$ cat config.mk
export PLATFORM = sky130hd
export DESIGN_NAME = i2c_target_rx
export DESIGN_NICKNAME = d
export VERILOG_FILES = /design/src/rtl/i2c_target_rx.sv
export SDC_FILE = /design/constraint.sdc
export NUM_CORES = 1
export LEC_CHECK = 0
export ABC_AREA = 1
export CAP_MARGIN = 40
export CORE_ASPECT_RATIO = 1.5
export CORE_MARGIN = 2
export CORE_UTILIZATION = 49
export DETAILED_ROUTE_END_ITERATION = 12
export HOLD_SLACK_MARGIN = 0.08
export PLACE_DENSITY = 0.72
export SLEW_MARGIN = 20
export SYNTH_ARGS = -nofsm -noshare
export SYNTH_HDL_FRONTEND = slang
export SYNTH_SLANG_ARGS = --single-unit
export TNS_END_PERCENT = 20
$ cat constraint.sdc
create_clock -name clk -period 1.95 [get_ports clk]
set_input_delay 0.2925 -clock clk [delete_from_list [all_inputs] [get_ports clk]]
set_output_delay 0.2925 -clock clk [all_outputs]
set_load 0.02 [all_outputs]
$ cat src/rtl/i2c_target_rx.sv
// I2C target with fixed 7-bit address; ~SYNC_STAGES+1 clk from bus edge to reaction, no local backpressure (initiator owns timing).
// Optional general-call write acceptance and gen_call output under `I2C_TARGET_GEN_CALL_EN.
module i2c_target_rx #(
  parameter logic [6:0] ADDR        = 7'h50,
  parameter int         SYNC_STAGES = 2
) (
  input  logic       clk,
  input  logic       rst,
  input  logic       scl_in,
  input  logic       sda_in,
  output logic       sda_out,
  output logic       sda_oe,
  output logic [7:0] rx_data,
  output logic       rx_valid,
  input  logic [7:0] tx_data,
  output logic       tx_req,
`ifdef I2C_TARGET_GEN_CALL_EN
  output logic       gen_call,
`endif
  output logic       busy
);

  typedef enum logic [2:0] {
    IDLE, ADDR_S, ACK_A, WR, ACK_W, RD, RACK, IGNORE
  } state_t;

  state_t state, state_n;
  logic [SYNC_STAGES-1:0] scl_sync, sda_sync;
  logic scl_s, sda_s, scl_p, sda_p;
  logic scl_rise, scl_fall, start_det, stop_det;
  logic [2:0] cnt, cnt_n;
  logic       full, full_n;
  logic [7:0] shift, shift_n;
  logic       sda_out_n, sda_oe_n, rx_valid_n, tx_req_n, busy_n;
  logic [7:0] rx_data_n;
  logic       addr_hit;
`ifdef I2C_TARGET_GEN_CALL_EN
  logic       gen_call_n;
`endif

  always_ff @(posedge clk) begin
    if (!rst) begin
      scl_sync <= '1;
      sda_sync <= '1;
      scl_p    <= 1'b1;
      sda_p    <= 1'b1;
    end else begin
      scl_sync <= {scl_sync[SYNC_STAGES-2:0], scl_in};
      sda_sync <= {sda_sync[SYNC_STAGES-2:0], sda_in};
      scl_p    <= scl_s;
      sda_p    <= sda_s;
    end
  end

  assign scl_s     = scl_sync[SYNC_STAGES-1];
  assign sda_s     = sda_sync[SYNC_STAGES-1];
  assign scl_rise  = scl_s & ~scl_p;
  assign scl_fall  = ~scl_s & scl_p;
  assign start_det = scl_s & scl_p & ~sda_s & sda_p;
  assign stop_det  = scl_s & scl_p & sda_s & ~sda_p;

  // Address 0 is never a plain match; it only qualifies as a general-call write.
`ifdef I2C_TARGET_GEN_CALL_EN
  assign addr_hit = ((shift[7:1] == ADDR) && (shift[7:1] != 7'd0)) || (shift == 8'h00);
`else
  assign addr_hit = (shift[7:1] == ADDR) && (shift[7:1] != 7'd0);
`endif

  always_ff @(posedge clk) begin
    if (!rst) begin
      state    <= IDLE;
      cnt      <= 3'd7;
      full     <= 1'b0;
      shift    <= 8'h00;
      sda_out  <= 1'b1;
      sda_oe   <= 1'b0;
      rx_data  <= 8'h00;
      rx_valid <= 1'b0;
      tx_req   <= 1'b0;
      busy     <= 1'b0;
`ifdef I2C_TARGET_GEN_CALL_EN
      gen_call <= 1'b0;
`endif
    end else begin
      state    <= state_n;
      cnt      <= cnt_n;
      full     <= full_n;
      shift    <= shift_n;
      sda_out  <= sda_out_n;
      sda_oe   <= sda_oe_n;
      rx_data  <= rx_data_n;
      rx_valid <= rx_valid_n;
      tx_req   <= tx_req_n;
      busy     <= busy_n;
`ifdef I2C_TARGET_GEN_CALL_EN
      gen_call <= gen_call_n;
`endif
    end
  end

  always_comb begin
    state_n    = state;
    cnt_n      = cnt;
    full_n     = full;
    shift_n    = shift;
    sda_out_n  = sda_out;
    sda_oe_n   = sda_oe;
    rx_data_n  = rx_data;
    rx_valid_n = 1'b0;
    tx_req_n   = 1'b0;
    busy_n     = busy;
`ifdef I2C_TARGET_GEN_CALL_EN
    gen_call_n = gen_call;
`endif
    if (start_det || stop_det) begin
      state_n   = start_det ? ADDR_S : IDLE;
      cnt_n     = 3'd7;
      full_n    = 1'b0;
      sda_oe_n  = 1'b0;
      sda_out_n = 1'b1;
      busy_n    = 1'b0;
`ifdef I2C_TARGET_GEN_CALL_EN
      gen_call_n = 1'b0;
`endif
    end else begin
      case (state)
        ADDR_S: begin
          if (scl_rise && !full) begin
            shift_n = {shift[6:0], sda_s};
            if (cnt == 3'd0) full_n = 1'b1;
            else             cnt_n  = cnt - 3'd1;
          end else if (scl_fall && full) begin
            full_n = 1'b0;
            if (addr_hit) begin
              state_n   = ACK_A;
              sda_oe_n  = 1'b1;
              sda_out_n = 1'b0;
              busy_n    = 1'b1;
`ifdef I2C_TARGET_GEN_CALL_EN
              gen_call_n = (shift == 8'h00);
`endif
            end else begin
              state_n = IGNORE;
            end
          end
        end
        ACK_A: begin
          if (scl_fall) begin
            cnt_n = 3'd7;
            if (shift[0]) begin
              // ACK level is held low until tx_data arrives on the tx_req cycle.
              tx_req_n = 1'b1;
              state_n  = RD;
            end else begin
              sda_oe_n  = 1'b0;
              sda_out_n = 1'b1;
              full_n    = 1'b0;
              state_n   = WR;
            end
          end
        end
        WR: begin
          if (scl_rise && !full) begin
            shift_n = {shift[6:0], sda_s};
            if (cnt == 3'd0) begin
              full_n     = 1'b1;
              rx_data_n  = {shift[6:0], sda_s};
              rx_valid_n = 1'b1;
            end else begin
              cnt_n = cnt - 3'd1;
            end
          end else if (scl_fall && full) begin
            full_n    = 1'b0;
            sda_oe_n  = 1'b1;
            sda_out_n = 1'b0;
            state_n   = ACK_W;
          end
        end
        ACK_W: begin
          if (scl_fall) begin
            sda_oe_n  = 1'b0;
            sda_out_n = 1'b1;
            cnt_n     = 3'd7;
            state_n   = WR;
          end
        end
        RD: begin
          if (tx_req) begin
            shift_n   = tx_data;
            sda_out_n = tx_data[7];
            sda_oe_n  = 1'b1;
            cnt_n     = 3'd7;
          end else if (scl_fall) begin
            if (cnt == 3'd0) begin
              sda_oe_n  = 1'b0;
              sda_out_n = 1'b1;
              full_n    = 1'b0;
              state_n   = RACK;
            end else begin
              cnt_n     = cnt - 3'd1;
              shift_n   = {shift[6:0], 1'b0};
              sda_out_n = shift[6];
            end
          end
        end
        RACK: begin
          if (scl_rise) begin
            if (sda_s) state_n = IGNORE;
            else       full_n  = 1'b1;
          end else if (scl_fall && full) begin
            full_n   = 1'b0;
            tx_req_n = 1'b1;
            state_n  = RD;
          end
        end
        default: begin
          sda_oe_n  = 1'b0;
          sda_out_n = 1'b1;
        end
      endcase
    end
  end

endmodule

==> summary.md, run 1 <==
| Metric | Value |
|---|---|
| Critical path class | flop to output port |
| Commonest non-fill, non-tap cell in the layout | nand2_1 |
| Slew at the pin closest to its max-slew limit | 0.367 ns |
| Number of hold-slack violations in the final timing report | 0 |
| CTS tree | yes |
| Critical path's largest stage delay | about 0.66 ns |
| Drt total wl | 4.43 mm |
| Leading post-synthesis cells by cell area | dfxtp_1 36%, nand2_1 10%, inv_1 7.1% |
| Synth Flop Type | dfxtp_1 |
| Estimated wirelength of the detail-placed design | approximately 3.3 mm |
| Cell Chain, Critical Path | clkdlybuf4s50_1 |
| Number of distinct library cells after synthesis | 32 |
| Worst path arrival time | around 1.4 ns |
| Buffer cell driving the clock tree root | clkbuf_8 |
| Post-synth EDFFs | 0 |
| Register cell area after layout | 681 µm² |
| Setup TNS after final layout | 0 ns |
| Max Fanout on Critical Path | 6 |
| Class of the tightest hold or removal check | flop to flop |
| Area used by multi-input combinational logic | 1010 µm² |
| Ant diodes | 0 |
| Post-CTS setup buffers | 0 |
| Commonest cells after routing, fill and taps aside | 53 x nand2_1, 35 x inv_1, 34 x dfxtp_1 |
| Die width | roughly 55 µm |
| Headroom to the max-slew limit | 75.4% |
| Die height | ~80 µm |
| Vias per cell | 5.17 |
| Max Cap Viol | 0 |
| Row count | 27 |
| DR WL/cell | around 13 µm |
| Initial antenna violation count | 0 |
| Portion of the clock cycle consumed by the worst path in the final layout | about 88% |
| Final critical-path required period | 1.72 ns |
| Vias | ~1800 |
| Number of placed cells counting well taps | 339 |
| Cell at the slowest stage of the critical path | clkdlybuf4s50_1 |
| Fraction of registers with async set/reset | 0% |
| Outcome | finished, final reports clean |
| Critical Path Source Type | flop |
| # H-tree levels | 2 |
| Instance count of the mapped netlist | 275 |
| Cell type with the highest aggregate area in the netlist | dfxtp_1 |
| Starting DRC count in detailed routing | 33 |
| Share of post-route cells with drive strength above 1 | 13.8% |
| Endpoint required time on the critical path | 1.66 ns |
| Warnings, synthesis | 0 |
| Layout Cells excl Fill | roughly 350 |
| Global-route wire length before repair | 7.40 mm |
| Area of the mapped netlist | roughly 1900 µm² |
| Sum of buffers and inverters on the critical path | 1 |
| Worst IR drop on VDD | 0.948 mV |
| Critical path capture point type | output port |
| Leakage dissipation | about 0.001 µW |
| Layout-stage area growth over the synthesis result | 19.7% |
| Starting density of the core | about half |
| Number of storage elements in the synthesis netlist | 34 |
| Antenna-violating nets left | 0 |
| Setup repair after global routing missed its margin | false |
| Power per cell area | around 1300 nW/µm² |
| Final Max Slew Viols | 0 |
| Cell family with most CP delay | buffers and inverters |
| Remaining global-route overflow | 0 |
| Number of global-route vias before repair | 1689 |
| Sequential cell area fraction in the yosys report | 35.9% |
| Final nets | ~320 |
| Count of TritonRoute iterations in the first routing pass | 4 |
| Die Outline Area | around 4400 µm² |
| Clock Sink Count | 34 |
| Routability Congestion | 0.857 |
| Boundary Pins | 25 |
| Clock network latency to the later pin of the worst-skew pair | 0.29 ns |
| Count of unresolved DRC violations after routing | 0 |
| Clock-pin slew on the worst setup and hold paths | approximately 0.08 ns |
| Largest net degree at the start of global routing | 20 |
| Final clock skew | about 0.0077 ns |
| Number of nets in the synthesized netlist | 289 |
| Largest buffer count on any clock path | 2 |
| Average size of a mapped cell | 6.90 µm² |
| Total track usage | a little under a quarter |
| Port bufs | 24 |
| Setup violators final | 0 |
| Number of fillers in the final layout | 352 |
| Fmax | 0.580 GHz |
| Number of buffers added by the clock tree synthesis step | 5 |
| Core area | 3680 µm² |
| Yosys top cell area share | 35.9% |
[final timing paths]
kind	from	slack, ns	cells past startpoint	end
worst max-delay path	tx_req	0.23	1	tx_req
worst max register to register	state[1]	0.24	8	shift[3]
worst min-delay path	scl_sync[0]	0.41	1	scl_sync[1]
worst min register to register	scl_sync[0]	0.41	1	scl_sync[1]
[registers in the layout (all words and copies together), names as in the netlist, 2 cells and up]
register and count:
state 3, sda_sync 2, scl_sync 2, cnt 3, rx_data 8, shift 8
[what timing repair did]
| item | in CTS | in global routing |
|---|---|---|
| resized for setup | 0 | 3 |
| endpoints found under the hold margin | 0 | 0 |
| hold buffers | 0 | 0 |
| setup endpoints to repair | 0 | 8 |
[synthesized netlist by cell type (all sizes together) (2+ instances only)]
| master | count |
|---|---|
| nor3 | 8 |
| buf | 6 |
| o211ai | 2 |
| dfxtp | 34 |
| inv | 40 |
| a21oi | 24 |
| nor2 | 36 |
| ha | 2 |
| nand3 | 21 |
| o21ai | 32 |
| nand2 | 60 |
| or2 | 4 |
[layer usage]
metal	GRT usage, %	routed length [µm]
met1	25.8	1910
met2	40.7	2270
met3	4.83	154
met4	8.75	95
met5	0	0
[through the flow]
stage / hold WS, ns / util [%] / power [µW] / setup WS [ns] / area, µm²
5_1_grt: 0.424 / 61.7 / 3220 / 0.0562 / 2270
6_report: 0.408 / 61.7 / 2980 / 0.225 / 2270
3_3_place_gp: 0.398 / 58.7 / 2320 / 0.276 / 2160
3_5_place_dp: 0.399 / 58.7 / 2330 / 0.189 / 2160
4_1_cts: 0.416 / 61.7 / 2990 / 0.178 / 2270
2_1_floorplan: 0.393 / - / 2080 / 0.427 / 1900
[where the power goes]
group | internal, µW | total [µW] | switching [µW] | leakage, µW
sequential | 838 | 966 | 127 | 0.000278
combinational | 516 | 1360 | 846 | 0.000671
clock | 381 | 654 | 273 | 0.0000514
[final cells by class]
class,instances,share of cell area [%]
multi-input cells,195,44.5
inverters,40,6.72
well taps,43,2.37
clock buffers,6,3.19
repair buffers,27,11.6
flip-flops and latches,34,30.0
clock inverters,2,1.65
[logic make-up after synthesis]
family,count (synthesis),share of synthesized area (%)
adder cells (fa/ha/maj),2,1.32
flip-flops,34,35.9
buffers and inverters,46,10.8
XOR/XNOR,2,0.923
AND/OR/NAND/NOR,130,33.2
AO/OA/AOI/OAI,61,17.9
[worst reg2reg max path, stage by stage, from the launching register on]
cell and delay, ns:
dfxtp_1 0.42, inv_2 0.16, nand3_4 0.14, inv_1 0.22, nand2_2 0.09, nand2_2 0.11
nand3_4 0.19, o21ai_0 0.21, a21oi_1 0.05
Power figures use the tool's default switching activity.
==> run 2: changes to the inputs <==
Clock period 1.95 ns to 2.02 ns, I/O delays scaled along.
==> run 2 against run 1 <==
Sequential share of layout area stayed put. Clock power is 3% lower. Register-to-register slack better by 0.02 ns. Worst setup slack better by 0.039 ns. Sequential power is 3.4% lower. Critical path depth is 10 higher. Via count is 1.2% higher. Combinational power is 3% lower. First-iteration DRC count is 33% higher. Largest power group unchanged. Highest routed layer unchanged.
==> summary.md, run 2 (synthesis results as in run 1) <==
| Metric | Value |
|---|---|
| Outcome | finished, final reports clean |
| Final clock skew | approximately 0.0045 ns |
| Number of global-route vias before repair | 1709 |
| Die height | 80.2 µm |
| Drt total wl | 4.42 mm |
| Reported net switching power | 1210 µW |
| Critical Path Source Type | flop |
| Setup repair after global routing missed its margin | false |
| Vias per cell | 5.24 |
| Setup TNS after final layout | 0 ns |
| Core area | 3680 µm² |
| Power per cell area | around 1300 nW/µm² |
| Commonest non-fill, non-tap cell in the layout | nand2_1 |
| Setup violators final | 0 |
| Critical path's largest stage delay | 0.33 ns |
| Count of TritonRoute iterations in the first routing pass | 4 |
| Largest buffer count on any clock path | 2 |
| Switching power as a share of total power | about 42% |
| Sequential cell fraction of total power | between 30% and 40% |
| Layout-stage area growth over the synthesis result | 19.7% |
| Fin area | 2270 µm² |
| Die Outline Area | 4400 µm² |
| Endpoint required time on the critical path | 2.21 ns |
| Relative contribution of the clock network to total power | between 20% and 30% |
| Standard cell area after detailed placement | 2160 µm² |
| Number of hold-slack violations in the final timing report | 0 |
| Post-CTS Hold Fix Bufs | 0 |
| Cell at the slowest stage of the critical path | dfxtp_1 |
| Post-CTS setup buffers | 0 |
| Row count | 27 |
| Starting DRC count in detailed routing | 44 |
| Number of placed cells counting well taps | about 340 |
| Class of the tightest hold or removal check | flop to flop |
| Internal power consumption | 1670 µW |
| Slack of the worst reg-to-reg path | 0.26 ns |
| Routability Congestion | between 0.8 and 0.9 |
| Portion of the clock cycle consumed by the worst path in the final layout | 86.9% |
| Beginning of the worst register-to-register path | cnt[0] |
| Port bufs | 24 |
| CTS tree | yes |
| Max Fanout on Critical Path | 6 |
| Layout Cells excl Fill | 347 |
| Met1 Resource Use GR | 25.1% |
| Cell Chain, Critical Path | inv_1 > ha_1 > inv_1 > nor2_2 > inv_1 > o21ai_0 > nand3_1 > nor2_2 > nor2_1 > nor2_1 > nor2_1 |
| Worst IR drop on VDD | approximately 0.9 mV |
| Critical path class | flop to flop |
| Share of post-route cells with drive strength above 1 | between 10 and 15% |
| Clock network latency to the later pin of the worst-skew pair | 0.29 ns |
| # H-tree levels | 2 |
| Starting density of the core | 51.5% |
| Die width | 54.8 µm |
| Estimated wirelength of the detail-placed design | 3.31 mm |
| Total track usage | roughly 23% |
| Max Cap Viol | 0 |
| Critical hold path startpoint | scl_sync[0] |
| Fmax | 0.570 GHz |
| Number of buffers added by the clock tree synthesis step | 5 |
| Final cell utilization of the core | 61.7% |
| Largest registers | rx_data x8, shift x8 |
| GR Util met2 | 39.4% |
| Ant diodes | 0 |
| DR WL/cell | 12.7 µm |
| Count of unresolved DRC violations after routing | 0 |
| Vias | 1817 |
| GR Layer Usage met3 | 4.28% |
| Critical path launch point | cnt[0] |
| Final nets | between 300 and 400 |
| Remaining global-route overflow | 0 |
| Slew at the pin closest to its max-slew limit | 0.356 ns |
| Commonest cells after routing, fill and taps aside | 53 x nand2_1, 36 x inv_1, 34 x dfxtp_1 |
| # resized after CTS | 0 |
| Global-route wire length before repair | 7.31 mm |
| Most congested layer reported by global routing | met2 |
| Final Max Slew Viols | 0 |
| Largest net degree at the start of global routing | 20 |
| Final critical-path required period | 1.76 ns |
| Antenna-violating nets left | 0 |
| Combinational cell fraction of total power | ~46% |
| Headroom to the max-slew limit | 76.2% |
| Clock-pin slew on the worst setup and hold paths | 0.08 ns |
| Leakage dissipation | ~0.001 µW |
| Worst path arrival time | 1.94 ns |
| Clock Sink Count | 34 |
| Buffer cell driving the clock tree root | clkbuf_8 |
| Boundary Pins | 25 |
| Critical path capture point type | flop |
| Initial antenna violation count | 0 |
[run 2: changes by cell type in the layout (fill, tap and decap cells not counted)]
cell | before | now
inv_1 | 35 | 36
inv_2 | 4 | 3
o21ai_0 | 23 | 25
o21ai_1 | 6 | 4
[run 2: worst max-delay path, delay by kind of cell (launching register included)]
family | cells | cell delay [ns]
fa+ha+maj | 1 | 0.14
compound gates | 1 | 0.26
flops | 1 | 0.33
buf+inv | 3 | 0.30
simple gates | 6 | 0.62
[run 2: power groups by stage]
stage	combinational (µW)	sequential [µW]	clock, µW
2_1_floorplan	1080	929	0
3_3_place_gp	1290	946	0
3_5_place_dp	1310	948	0
4_1_cts	1320	933	642
5_1_grt	1490	949	666
6_report	1320	933	634
[run 2: stage by stage]
step / hold slack, ns / total power [µW] / setup WS [ns]
2_1_floorplan: 0.393 / 2000 / 0.497
3_3_place_gp: 0.398 / 2240 / 0.346
3_5_place_dp: 0.402 / 2250 / 0.264
4_1_cts: 0.419 / 2890 / 0.259
5_1_grt: 0.433 / 3110 / 0.00870
6_report: 0.415 / 2890 / 0.264
[run 2: routing by layer]
layer,up-vias,routed length [µm]
met4,0,130
met5,-,0
li1,941,-
met3,13,226
met2,58,2240
met1,805,1830
[run 2: area by class of cell]
class / count / area (µm²)
tap: 43 / 53.8
inverter: 40 / 153
fill: 347 / 1410
clock buffer: 6 / 72.6
timing repair buffer: 27 / 263
sequential: 34 / 681
clock inverter: 2 / 37.5
multi-input combinational: 195 / 1010
[run 2: worst paths after layout]
path            endpoint  depth (start not counted)
max             state[0]                         11
min          scl_sync[1]                          1
max reg2reg     state[0]                         11
min reg2reg  scl_sync[1]                          1
==> run 3: changes to the inputs <==
Settings changed: CORE_UTILIZATION 49 to 45, PLACE_DENSITY 0.72 to 0.67.
==> run 3 against run 2 <==
Clock power shrank 16%. Sequential cell count is the same. Sequential share of layout area grew 0.22 points. Power down 4.7%. Critical path type unchanged. Clock-buffer cell count is 1 higher. First-iteration DRC count down 18%. Global-route usage fell by 3.2 points. Worst setup slack got worse by 0.014 ns.
==> summary.md, run 3 (synthesis results as in run 1) <==
| Metric | Value |
|---|---|
| Outcome | finished, final reports clean |
| Max Cap Viol | 0 |
| Critical path class | flop to flop |
| Clock Sink Count | 34 |
| Routability Congestion | 0.841 |
| Vias | 1764 |
| Starting DRC count in detailed routing | 36 |
| GR Layer Usage met3 | under 10% |
| Worst Reg-to-Reg Cells | 11 |
| Final nets | between 300 and 400 |
| Power per cell area | approximately 1200 nW/µm² |
| Critical path capture point type | flop |
| Class of the tightest hold or removal check | flop to flop |
| Hold Path Depth | 1 |
| CTS tree | yes |
| Vias per cell | 5.05 |
| Largest registers | rx_data x8, shift x8 |
| Slew at the pin closest to its max-slew limit | roughly 0.37 ns |
| Ant diodes | 0 |
| # resized after CTS | 0 |
| Fin area | between 2000 and 2500 µm² |
| GR Util met2 | 33.9% |
| Hold Path End | sda_sync[1] |
| Antenna-violating nets left | 0 |
| Die width | between 50 and 60 µm |
| Remaining global-route overflow | 0 |
| Core area | around 4000 µm² |
| Critical path's largest stage delay | 0.32 ns |
| Sum of buffers and inverters on the critical path | 3 |
| Die Outline Area | 4760 µm² |
| Critical hold path startpoint | sda_sync[0] |
| Layout Cells excl Fill | 349 |
| Final critical-path required period | 1.77 ns |
| Leakage dissipation | 0.000997 µW |
| Worst IR drop on VDD | about 0.82 mV |
| Worst reg2reg endpoint | state[0] |
| Post-CTS setup buffers | 0 |
| Cell at the slowest stage of the critical path | dfxtp_1 |
| Total track usage | 19.4% |
| Count of TritonRoute iterations in the first routing pass | 4 |
| DR WL/cell | 12.3 µm |
| Post-CTS Hold Fix Bufs | 0 |
| Cell family with most CP delay | simple AND/OR/NAND/NOR gates |
| Clock-pin slew on the worst setup and hold paths | 0.07 ns |
| Critical Path Source Type | flop |
| Global-route wire length before repair | 7.36 mm |
| Slack of the worst reg-to-reg path | 0.25 ns |
| Met1 Resource Use GR | 22.8% |
| Largest net degree at the start of global routing | 20 |
| Number of fillers in the final layout | 404 |
| Initial antenna violation count | 0 |
| Buffer cell driving the clock tree root | clkbuf_8 |
| Number of hold-slack violations in the final timing report | 0 |
| Setup repair after global routing missed its margin | false |
| # H-tree levels | 2 |
| Setup violators final | 0 |
| Drt total wl | 4.30 mm |
| Portion of the clock cycle consumed by the worst path in the final layout | between 80 and 90% |
| Estimated wirelength of the detail-placed design | 3.33 mm |
| Headroom to the max-slew limit | 75.1% |
| Die height | about 84 µm |
| Max Fanout on Critical Path | 6 |
| Endpoint required time on the critical path | 2.21 ns |
| Largest buffer count on any clock path | 2 |
| Share of post-route cells with drive strength above 1 | 13.5% |
| Row count | 28 |
| Commonest non-fill, non-tap cell in the layout | nand2_1 |
| Final Max Slew Viols | 0 |
| Final clock skew | 0.00839 ns |
| Standard cell area after detailed placement | ~2200 µm² |
| Count of unresolved DRC violations after routing | 0 |
| Number of buffers added by the clock tree synthesis step | 5 |
| Beginning of the worst register-to-register path | cnt[0] |
| Clock network latency to the later pin of the worst-skew pair | 0.29 ns |
| Fmax | 0.565 GHz |
| Port bufs | 24 |
| Boundary Pins | 25 |
| Worst path arrival time | 1.96 ns |
| Number of global-route vias before repair | 1666 |
| Layout-stage area growth over the synthesis result | 18.9% |
| Final cell utilization of the core | between 50% and 60% |
| Most congested layer reported by global routing | met2 |
| Setup TNS after final layout | 0 ns |
| Commonest cells after routing, fill and taps aside | 53 x nand2_1, 36 x inv_1, 34 x dfxtp_1 |
| Starting density of the core | 47.5% |
| Cell Chain, Critical Path | inv_1 > ha_1 > inv_1 > nor2_2 > inv_1 > o21ai_0 > nand3_1 > nor2_2 > nor2_1 > nor2_1 > nor2_1 |
| Number of placed cells counting well taps | ~340 |
-- run 3: cell count changes in the layout (fill, tap and decap cells not counted), sizes merged --
cell      change
clkinvlp      -1
clkinv        +1
clkbuf        +1
bufinv        -1
-- run 3: routing by layer --
metal  wire (µm)  share of wire, %
met1        1860                43
met2        2240                52
met3         136               3.2
met4          74               1.7
met5           0                 0
-- run 3: worst max-delay path by stage --
| stage | start | endpoint | slack, ns | cells after the start |
|---|---|---|---|---|
| after floorplan | cnt[0] | state[0] | 0.50 | 11 |
| after global placement | cnt[0] | state[0] | 0.35 | 11 |
| after detailed placement | cnt[0] | state[0] | 0.30 | 11 |
| after CTS | cnt[0] | state[0] | 0.25 | 11 |
| after global routing | cnt[0] | state[0] | 0.03 | 11 |
| final | cnt[0] | state[0] | 0.25 | 11 |
-- run 3: layout make-up --
cell class              instances  area [µm²]  area share [%]
clock inverters                 1        5.00           0.222
well taps                      45        56.3            2.50
multi-input cells             195        1010            44.9
clock buffers                   7        86.3            3.83
repair buffers                 27         263            11.6
inverters                      40         153            6.77
flip-flops and latches         34         681            30.2
-- run 3: worst reg2reg max path, delay by kind of cell, from the launching register on --
kind / cells / cell delay [ns]
flops: 1 / 0.32
compound gates: 1 / 0.25
buf+inv: 3 / 0.31
simple gates: 6 / 0.65
fa+ha+maj: 1 / 0.14
-- run 3: through the flow --
stage / hold WS, ns / power [µW] / worst slack (ns)
2_1_floorplan: 0.393 / 2000 / 0.497
3_3_place_gp: 0.397 / 2240 / 0.346
3_5_place_dp: 0.407 / 2240 / 0.296
4_1_cts: 0.424 / 2790 / 0.250
5_1_grt: 0.431 / 2990 / 0.0274
6_report: 0.417 / 2750 / 0.250
-- run 3: report_power, final --
| part | switching (µW) | internal [µW] |
|---|---|---|
| sequential | 123 | 810 |
| clock | 258 | 275 |
| combinational | 791 | 496 |
| total | 1170 | 1580 |
